==> src/rtl/mul_unit.sv <==
// Iterative RV32M multiplier: radix-2 shift-add on operand magnitudes,
// followed by a single sign-fixup cycle. Covers MUL, MULH, MULHSU and MULHU.
module mul_unit #(
  parameter int XLEN  = 32,
  parameter int CNT_W = 6
) (
  input  logic            clk,
  input  logic            rst_n,
  input  logic            start,
  input  logic [1:0]      op,
  input  logic [XLEN-1:0] rs1_val,
  input  logic [XLEN-1:0] rs2_val,
  output logic            busy,
  output logic            done,
  output logic [XLEN-1:0] result
);

  typedef enum logic [1:0] {
    S_IDLE = 2'd0,
    S_RUN  = 2'd1,
    S_SIGN = 2'd2,
    S_DONE = 2'd3
  } state_t;

  localparam logic [1:0] OP_MUL = 2'b00;

  state_t              state_q, state_d;
  logic [1:0]          op_q, op_d;
  logic                neg_q, neg_d;
  logic [2*XLEN-1:0]   mcand_q, mcand_d;   // multiplicand, pre-shifted by iteration
  logic [XLEN-1:0]     mplier_q, mplier_d;
  logic [2*XLEN-1:0]   acc_q, acc_d;
  logic [CNT_W-1:0]    cnt_q, cnt_d;
  logic [XLEN-1:0]     result_q, result_d;

  // Operand signedness and magnitudes for the request being presented.
  logic            s1_signed, s2_signed;
  logic            s1_neg, s2_neg;
  logic [XLEN-1:0] mag1, mag2;
  logic [2*XLEN-1:0] acc_fix;

  assign s1_signed = (op == 2'b01) || (op == 2'b10);
  assign s2_signed = (op == 2'b01);
  assign s1_neg    = s1_signed & rs1_val[XLEN-1];
  assign s2_neg    = s2_signed & rs2_val[XLEN-1];
  // 0x80000000 negates to itself, which is the correct unsigned magnitude.
  assign mag1      = s1_neg ? (~rs1_val + 1'b1) : rs1_val;
  assign mag2      = s2_neg ? (~rs2_val + 1'b1) : rs2_val;
  assign acc_fix   = neg_q ? (~acc_q + 1'b1) : acc_q;

  // Next-state, datapath and result selection.
  always_comb begin
    state_d  = state_q;
    op_d     = op_q;
    neg_d    = neg_q;
    mcand_d  = mcand_q;
    mplier_d = mplier_q;
    acc_d    = acc_q;
    cnt_d    = cnt_q;
    result_d = result_q;
    unique case (state_q)
      S_IDLE, S_DONE: begin
        if (start) begin
          state_d  = S_RUN;
          op_d     = op;
          neg_d    = s1_neg ^ s2_neg;
          mcand_d  = {{XLEN{1'b0}}, mag1};
          mplier_d = mag2;
          acc_d    = '0;
          cnt_d    = '0;
        end else begin
          state_d  = S_IDLE;
        end
      end
      S_RUN: begin
        if (mplier_q[0]) acc_d = acc_q + mcand_q;
        mcand_d  = mcand_q << 1;
        mplier_d = mplier_q >> 1;
        cnt_d    = cnt_q + 1'b1;
        if (cnt_q == CNT_W'(XLEN-1)) state_d = S_SIGN;
      end
      S_SIGN: begin
        acc_d    = acc_fix;
        result_d = (op_q == OP_MUL) ? acc_fix[XLEN-1:0] : acc_fix[2*XLEN-1:XLEN];
        state_d  = S_DONE;
      end
      default: state_d = S_IDLE;
    endcase
  end

  // State and datapath registers with synchronous active-low reset.
  always_ff @(posedge clk) begin
    if (!rst_n) begin
      state_q  <= S_IDLE;
      op_q     <= '0;
      neg_q    <= 1'b0;
      mcand_q  <= '0;
      mplier_q <= '0;
      acc_q    <= '0;
      cnt_q    <= '0;
      result_q <= '0;
    end else begin
      state_q  <= state_d;
      op_q     <= op_d;
      neg_q    <= neg_d;
      mcand_q  <= mcand_d;
      mplier_q <= mplier_d;
      acc_q    <= acc_d;
      cnt_q    <= cnt_d;
      result_q <= result_d;
    end
  end

  assign busy   = (state_q == S_RUN) || (state_q == S_SIGN);
  assign done   = (state_q == S_DONE);
  assign result = result_q;

endmodule

==> config.mk <==
export PLATFORM = sky130hd
export DESIGN_NAME = mul_unit
export DESIGN_NICKNAME = d
export VERILOG_FILES = /design/src/rtl/mul_unit.sv
export SDC_FILE = /design/constraint.sdc
export NUM_CORES = 1
export LEC_CHECK = 0
export ABC_AREA = 1
export BUFFER_PORTS_ARGS = -buffer_cell sky130_fd_sc_hd__buf_2
export CAP_MARGIN = 20
export CORE_ASPECT_RATIO = 1.2
export CORE_MARGIN = 5
export CORE_UTILIZATION = 50
export CTS_BUF_LIST = sky130_fd_sc_hd__clkbuf_16
export CTS_CLUSTER_DIAMETER = 60
export CTS_CLUSTER_SIZE = 40
export DETAILED_ROUTE_END_ITERATION = 12
export GPL_TIMING_DRIVEN = 0
export PLACE_DENSITY = 0.65
export SLEW_MARGIN = 40
export SYNTH_ARGS = -nofsm -noshare
export SYNTH_HDL_FRONTEND = slang
export SYNTH_SLANG_ARGS = --single-unit
==> constraint.sdc <==
create_clock -name clk -period 2.25 [get_ports clk]
set_input_delay 0.1125 -clock clk [delete_from_list [all_inputs] [get_ports clk]]
set_output_delay 0.1125 -clock clk [all_outputs]
set_load 0.05 [all_outputs]
* After elaboration in Yosys (flattened, before gate mapping) *
Index checks and enable logic that the tools add are counted.

word-level totals
  bits in registers = 203

operators by class
  $add $sub $neg = 5
  equal/unequal tests = 9
  muxes and demuxes = 16
  bitwise operators = 6
  reductions and logical operators = 9

operator list
  operator                                                         number
  64-bit 2-to-1 mux                                                4
  64-bit one-hot mux with 3 select lines                           1
  32-bit 2-to-1 mux                                                4
  64-bit one-hot mux with 2 select lines                           1
  32-bit by 1-bit adder with 32-bit output, second input constant  2
  64-bit by 1-bit adder with 64-bit output, second input constant  1
  64-bit adder                                                     1
  32-bit NOT                                                       2
  64-bit NOT                                                       1
  32-bit one-hot mux with 2 select lines                           1
  6-bit one-hot mux with 2 select lines                            1
  6-bit by 1-bit adder with 6-bit output, second input constant    1
  2-bit == test, second input constant                             3
  6-bit by 5-bit == test with 1-bit output, second input constant  1
  6-bit 2-to-1 mux                                                 1
  2-bit inequality test, second input constant                     3
  2-bit one-hot mux with 3 select lines                            1
  2-bit AND reduction                                              3
  2-bit by 1-bit == test with 1-bit output, second input constant  2
  2-bit logical NOT                                                2
  1-bit bitwise AND                                                2
  1-bit logical OR                                                 2
  2-bit 2-to-1 mux                                                 1
  2-bit nonzero test                                               1
  other kinds (3)                                                  3

* Logic depth before layout (Yosys ltp) *
Gate-level depths: netlist of the first run.

  depth after elaboration = 6
  gate-level depth with buffers = 18

* Worst setup path after synthesis of the first run *
OpenSTA, ideal clock, no wires.

  path type = register to register
  start = register acc_q[0]
  end = register acc_q[56]
  slack = 217 ps
  library setup time = 132 ps
  clock period less this slack = 2033 ps
  data arrival time = 1901 ps
  stages on the path, launching flop included = 18
  required time = 2118 ps
  path through = dfxtp_1 -> ha_1 -> inv_1 -> fa_1 -> inv_1 -> nand3_1 -> nand2_1 -> nand2_1 -> nand2_1 -> nand3_1 -> nand3_1 -> nand2_1 -> nand2_1 -> nand2_1 -> nand3_1 -> nand2_1 -> nand2_1 -> a21oi_1

on the way
  cells in the longest elaborated chain, start to end = 4
  elaborated cells on any way between the ends = 6
  those cells by class = add/sub (2); mux (3); bitwise (1)

ends and longest elaborated chain
  item                                      line  source
  from (decl)                               32    logic [2*XLEN-1:0] acc_q, acc_d;
  from (signal assigned)                    99    acc_q <= '0;
  from (signal assigned)                    108   acc_q <= acc_d;
  64-bit NOT                                49    assign acc_fix = neg_q ? (~acc_q + 1'b1) : acc_q;
  64-bit by 1-bit adder with 64-bit output  49
  64-bit 2-to-1 mux                         49
  64-bit one-hot mux with 3 select lines *  61    unique case (state_q)

Mark *: on every way between the ends. The rest lies on a longest branch, timed or not. The select of a mux whose other input is x is not followed.
A chain may end at the register's enable or synchronous reset.

* Worst setup path after layout of the first run *
  start = register acc_q[0]
  end = register acc_q[62]

Same word-level chain as after synthesis.

==> results of run 1 <==
-- cell type report --
cell class | count | area (sq um)
Timing Repair Buffer | 168 | 1074
Multi-Input combinational cell | 2617 | 14390
Fill cell | 3651 | 13520
Sequential cell | 203 | 4293
Inverter | 469 | 1783
Buffer | 110 | 570.5
Clock buffer | 19 | 475.5
Tap cell | 474 | 593.1
Clock inverter | 13 | 202.7
-- cells in the mapped netlist (7+ instances only) --
cell and n:
nand2_1 1300, inv_1 459, nor2_1 343, a21oi_1 281
nand3_1 209, dfxtp_1 203, o21ai_0 107, ha_1 71
clkbuf_1 59, buf_2 42, nand4_1 41, xor2_1 39
nor3_1 36, o211ai_1 28, o221ai_1 18, xnor2_1 18
nor2_2 12, or2_2 12, o21ai_1 11, nand2_2 10
nand3b_1 10, buf_1 7, inv_2 7, nor4_1 7
-- flip-flops by register name, indices dropped and copies added, names as in the netlist --
name      flops
op_q          2
neg_q         1
cnt_q         6
mplier_q     32
acc_q        64
state_q       2
result       32
mcand_q      64
-- cells by family after synthesis --
family	synth area share
and+or+nand+nor	0.4448
adders and majority gates	0.04874
DFF	0.2180
buffers and inverters	0.1201
AOI/OAI and AO/OA	0.1407
xor gates and xnor gates	0.02766
-- worst register-to-register path, stage by stage (launching register included) --
cell	delay, ns
dfxtp_4	0.38
ha_4	0.14
inv_2	0.03
fa_2	0.38
nor2_4	0.15
nand2_1	0.07
nand3_2	0.09
nand2_2	0.06
nand2_2	0.09
nand2_2	0.07
nand2_4	0.14
nand2_2	0.08
nand2_1	0.06
nand2_1	0.08
nand3_4	0.13
nand2_1	0.06
nand2_1	0.06
a21oi_1	0.06
-- power by group through the flow --
stage	clock [uW]	sequential [uW]	combinational, uW
2_1_floorplan	0	4950	6250
3_3_place_gp	0	4840	9660
3_5_place_dp	0	4860	9810
4_1_cts	3580	4860	10400
5_1_grt	3730	5030	12200
6_report	3570	4960	11500
-- repair_timing --
action	in CTS	in global routing
cloned	0	0
setup buffers	11	28
hold buffers	27	0
gates resized for setup	285	384
pin swaps	15	55
hold endpoints to repair	28	0
endpoints found under the setup margin	186	152
-- how the worst max path moves through the flow --
| stage | startpoint | end | slack [ns] |
|---|---|---|---|
| floorplan | acc_q[0] | acc_q[56] | 0.22 |
| global placement | state_q[0] | acc_q[13] | -0.50 |
| detailed placement | state_q[0] | acc_q[13] | -0.58 |
| CTS | acc_q[4] | acc_q[61] | -0.02 |
| global route | acc_q[0] | acc_q[62] | -0.14 |
| finish | acc_q[0] | acc_q[62] | -0.04 |
-- layer usage --
metal | vias to the layer above | part of all wire | wire [um] | GRT usage
li1 | 11150 | - | - | -
met1 | 10460 | 0.36 | 29670 | 0.4191
met2 | 1094 | 0.46 | 37870 | 0.6205
met3 | 367 | 0.072 | 5878 | 0.06039
met4 | 0 | 0.11 | 8768 | 0.3085
met5 | - | 0 | 0 | 0
-- stage by stage --
stage | hold slack, ns | power (uW) | worst slack, ns | cell area (sq um) | std cells
after floorplan | 0.2447 | 11200 | 0.2171 | 18640 | 3399
after global placement | 0.3975 | 14500 | -0.5021 | 19740 | 3975
after detailed placement | 0.3942 | 14670 | -0.5775 | 19740 | 3975
after CTS | 0.001685 | 18850 | -0.02097 | 21820 | 4045
after global routing | 0.02900 | 21000 | -0.1424 | 23380 | 4073
final | 0.002160 | 19990 | -0.04330 | 23380 | 4073
==> impl_metrics.csv, run 1 <==
group,metric,value,unit
synth,synth_nets,3540,
cts,cts_root_buf,"clkbuf_16",
critical_path,rr_startpoint,"acc_q[0]",
placed_design,hpwl,65540,um
cts,cts_buffers,19,
timing,final-hold-violation-count,0,
timing,post-route-period-util,1.019,
critical_path,worstSetupPathDepth,17,
global_route,grt_antenna_before_repair,1,
global_route,grt_overflow_total,0,
critical_path,required,2.63,ns
critical_path,crit_type,"reg -> reg",
critical_path,path_buf_inv,1,
timing,fmaxAchievable,436.1,MHz
detailed_routing,wl_per_cell,20.18,um
synth,async_flop_share,0,
critical_path,cp_common_cell,"nand2_1",
finish,nets,3729,
critical_path,reg2reg_depth,17,
critical_path,cp_slowest_cell,"dfxtp_4",
synth,yosysSeqAreaShare,0.2180,
global_route,grt_pass1_vias,21450,
synth,synth_area_leaders,"nand2_1 (26%), dfxtp_1 (22%), inv_1 (9.2%)",
cts,htreeDepth,1,
power,p_leak,0.01155,uW
power,ir_drop,0.5674,mV
critical_path,r2r-end,"acc_q[62]",
power,pwr-share-comb,0.573,
placed_design,portBuffers,102,
cts,worstSkewPairLatency,0.54,ns
timing,maxSlewHeadroom,0.4481,
floorplan,core_area,0.03690,sq mm
cts,clockBufferDepth,3,
cts,clkTransAtPathRegs,0.09,ns
run,cap_violations,0,
power,p_switching,10390,uW
cts,clock-sinks,203,
placed_design,place.gp.congestion,1.077,
timing,finalSetupTns,-0.06073,ns
power,power_frac_seq,0.248,
floorplan,die_area,0.04125,sq mm
timing,slew_viol_final,0,
power,p_int,9598,uW
min_path,min_from,"rs2_val[8]",
status,status,"finished, violations left",
synth,ys_warn_count,0,
global_route,grt_max_degree,26,
timing,skew,0.03567,ns
synth,syn-instance-count,3399,
synth,synth_edf_count,0,
detailed_routing,drc,0,
synth,synth_ff_type,"dfxtp_1",
critical_path,cp-start-kind,"register",
synth,ys_ff_latch,203,
status,violations,"negative setup slack",
detailed_routing,drtPass1Iterations,5,
finish,fin_util,0.6337,
critical_path,cp_top_family,"simple AND/OR/NAND/NOR gates",
synth,yosysTopAreaCell,"nand2_1",
power,power.density,854.8,mW/mm^2
critical_path,cp_slowest_stage_delay,0.38,ns
finish,final_common_cell,"nand2_1",
timing,min_period,2.293,ns
critical_path,crit_path_max_fanout,4,
finish,synthToLayoutAreaGrowth,25.46,%
global_route,grt_pass1_wl,119900,um
floorplan,die_w,186.2,um
min_path,hold_class,"in -> reg",
power,p_sw_frac,0.5198,
min_path,whs_endpoint,"mplier_q[8]",
floorplan,ios,103,
critical_path,r2r_slack,-0.04,ns
timing,setup_ws,-0.04330,ns
finish,drive_above_1_share,0.2159,
detailed_routing,avgViaCountPerCell,5.664,
timing,tightest_slew,0.8278,ns
floorplan,die_h,221.5,um
synth,synth_top_area_share,0.2618,
floorplan,start_util,0.5051,
timing,rsz0062_at_grt,"yes",
global_route,grt_use_total,0.3761,
timing,finalSetupViolCount,2,
finish,mostFrequentLayoutCells,"nand2_1 (1208), inv_1 (447), nor2_1 (267)",
cts,cts_tree,"yes",
finish,diodes,0,
detailed_routing,wl,82180,um
floorplan,placementRows,77,
critical_path,crit_arrival,2.67,ns
power,p_clk_frac,0.178,
synth,ys_types,55,
synth,syn_avg_cell_area,5.483,sq um
critical_path,cp_cell_sequence,"ha_4 -> inv_2 -> fa_2 -> nor2_4 -> nand2_1 -> nand3_2 -> nand2_2 -> nand2_2 -> nand2_2 -> nand2_4 -> nand2_2 -> nand2_1 -> nand2_1 -> nand3_4 -> nand2_1 -> nand2_1 -> a21oi_1",
detailed_routing,ant_nets,0,
detailed_routing,drt-initial-drc-count,1885,
min_path,whs_path_depth,4,
detailed_routing,num_vias,23070,
synth,synthesis.area,0.01864,sq mm
critical_path,crit_path_end_kind,"register",
No activity file was read; power rests on OpenSTA's default activity.
==> run 2, diff against run 1 <==
--- a/config.mk
+++ b/config.mk
@@ -6,7 +6,6 @@
 export NUM_CORES = 1
 export LEC_CHECK = 0
 export ABC_AREA = 1
-export BUFFER_PORTS_ARGS = -buffer_cell sky130_fd_sc_hd__buf_2
 export CAP_MARGIN = 20
 export CORE_ASPECT_RATIO = 1.2
 export CORE_MARGIN = 5
@@ -15,8 +14,9 @@
 export CTS_CLUSTER_DIAMETER = 60
 export CTS_CLUSTER_SIZE = 40
 export DETAILED_ROUTE_END_ITERATION = 12
+export DONT_BUFFER_PORTS = 1
 export GPL_TIMING_DRIVEN = 0
-export PLACE_DENSITY = 0.65
+export PLACE_DENSITY = 0.63
 export SLEW_MARGIN = 40
 export SYNTH_ARGS = -nofsm -noshare
 export SYNTH_HDL_FRONTEND = slang
==> constraint.sdc (replaced) <==
create_clock -name clk -period 2.39 [get_ports clk]
set_input_delay 0.1195 -clock clk [delete_from_list [all_inputs] [get_ports clk]]
set_output_delay 0.1195 -clock clk [all_outputs]
set_load 0.05 [all_outputs]
==> impl_metrics.csv, run 2 (synthesis results as in run 1) <==
group,metric,value,unit
status,status,"finished, violations left",
status,violations,"negative setup slack",
detailed_routing,wl_met1,29360,um
power,p_leak,0.01081,uW
critical_path,crit_type,"reg -> reg",
cts,clkTransAtPathRegs,0.09,ns
global_route,grt_use_total,0.3723,
finish,nFillCells,3794,
critical_path,required,2.81,ns
detailed_routing,dr.max_layer_used,"met4",
placed_design,place.gp.congestion,1.081,
critical_path,crit_end,"result[7]",
detailed_routing,num_vias,22510,
placed_design,post_dp_cell_area,0.01923,sq mm
critical_path,cp-start-kind,"register",
global_route,grt_max_degree,26,
finish,nets,3637,
cts,cts_buffers,18,
critical_path,reg2reg_depth,10,
placed_design,hpwl,65150,um
global_route,grt_antenna_before_repair,0,
timing,setup_ws,-0.08063,ns
cts,cts_root_buf,"clkbuf_16",
detailed_routing,wl_per_cell,20.31,um
floorplan,placementRows,77,
floorplan,start_util,0.5051,
critical_path,rr_startpoint,"acc_q[25]",
timing,skew,0.03453,ns
detailed_routing,drtPass1Iterations,6,
cts,clock-sinks,203,
critical_path,r2r_slack,-0.08,ns
power,ir_drop,0.6529,mV
critical_path,startpoint,"acc_q[25]",
global_route,grt_pass1_wl,118200,um
timing,final-hold-violation-count,0,
run,cap_violations,0,
placed_design,portBuffers,0,
floorplan,die_h,221.5,um
detailed_routing,drt-initial-drc-count,1881,
floorplan,core_area,0.03690,sq mm
detailed_routing,dr_wl_met2,37820,um
global_route,grt_overflow_total,0,
detailed_routing,drc,0,
critical_path,crit_path_max_fanout,4,
power,power.density,818.8,mW/mm^2
finish,final_common_cell,"nand2_1",
timing,fmaxAchievable,404.8,MHz
detailed_routing,ant_nets,0,
finish,fin_area,0.02204,sq mm
timing,finalSetupViolCount,3,
timing,finalSetupTns,-0.1505,ns
finish,reg.largest.list,"acc_q x64, mcand_q x64",
critical_path,crit_arrival,2.89,ns
detailed_routing,wl,80890,um
finish,drive_above_1_share,0.1354,
finish,fin_util,0.5972,
timing,tightest_slew,0.8357,ns
cts,clockBufferDepth,3,
detailed_routing,avgViaCountPerCell,5.652,
timing,maxSlewHeadroom,0.4429,
timing,post-route-period-util,1.034,
global_route,grt_pass1_vias,21100,
floorplan,die_area,0.04125,sq mm
floorplan,ios,103,
critical_path,r2r-end,"result[7]",
cts,worstSkewPairLatency,0.54,ns
timing,rsz0062_at_grt,"yes",
finish,diodes,0,
finish,mostFrequentLayoutCells,"nand2_1 (1252), inv_1 (454), nor2_1 (295)",
timing,min_period,2.471,ns
floorplan,die_w,186.2,um
min_path,hold_class,"in -> reg",
detailed_routing,wl_met3,5619,um
cts,cts_tree,"yes",
cts,htreeDepth,1,
critical_path,crit_path_end_kind,"register",
finish,synthToLayoutAreaGrowth,18.24,%
timing,slew_viol_final,0,
## run 2: cell types whose count changed in the layout (fill, tap and decap cells not counted), moves of 28 or more
cell,change
buf_2,-94
nand2_1,+44
dlygate4sd3_1,+37
dfxtp_1,+33
buf_4,-32
nand2_2,-31
nor2_1,+28
## run 2: per-layer routing
metal  up-vias  track usage
li1      10940            -
met2      1063       0.6120
met4         0       0.3045
met1     10150       0.4240
met3       349      0.04841
met5         -            0
## run 2: worst min-delay path by stage
stage	end	cells after the start	from	slack, ns
final	mplier_q[21]	5	rs2_val[17]	0.01
after floorplan	cnt_q[4]	2	rst_n	0.25
after global routing	mcand_q[13]	4	rs1_val[13]	0.04
after CTS	mplier_q[21]	5	rs2_val[17]	0.008
after global placement	cnt_q[4]	2	rst_n	0.26
after detailed placement	cnt_q[4]	2	rst_n	0.27
## run 2: timing repair
item,4_1_cts,5_1_grt
endpoints found under the hold margin,69,0
setup endpoints to repair,158,182
buffers inserted,6,7
resized for setup,130,268
pin swaps,2,25
cloned,0,0
hold buffers,64,0
## run 2: area by class of cell
type,count,area (sq um),area share
Tap cell,474,593.1,0.02691
Sequential cell,203,4197,0.1904
Buffer,110,519.2,0.02356
Timing Repair Buffer,77,750.7,0.03407
Clock inverter,13,177.7,0.008062
Multi-Input combinational cell,2617,13550,0.6149
Inverter,469,1774,0.08051
Clock buffer,19,475.5,0.02157
## run 2: through the flow
step	power, uW	instances	hold WS, ns	worst slack, ns
floorplan	10550	3399	0.2517	0.3571
global placement	13500	3873	0.2615	-0.3944
detailed placement	13610	3873	0.2661	-0.3508
CTS	17240	3975	0.007774	-0.005624
global route	18960	3982	0.03576	-0.1543
finish	18040	3982	0.01345	-0.08063
## run 2: critical path, cell delays in order (launching register included)
cell and delay (ns):
dfxtp_2 0.39, nor2_1 0.21, nand3_1 0.21, nor2_1 0.32, nand2_1 0.12, nor2_2 0.23, a21oi_1 0.12, xor2_1 0.33
nand2_1 0.19, nand3_1 0.17, a21oi_1 0.07
## run 2: report_power, final
part | internal, uW | leakage [uW] | total [uW] | switching (uW)
sequential | 3980 | 0.00169 | 4950 | 971
clock | 1580 | 0.000312 | 3200 | 1630
combinational | 2980 | 0.00881 | 9890 | 6910
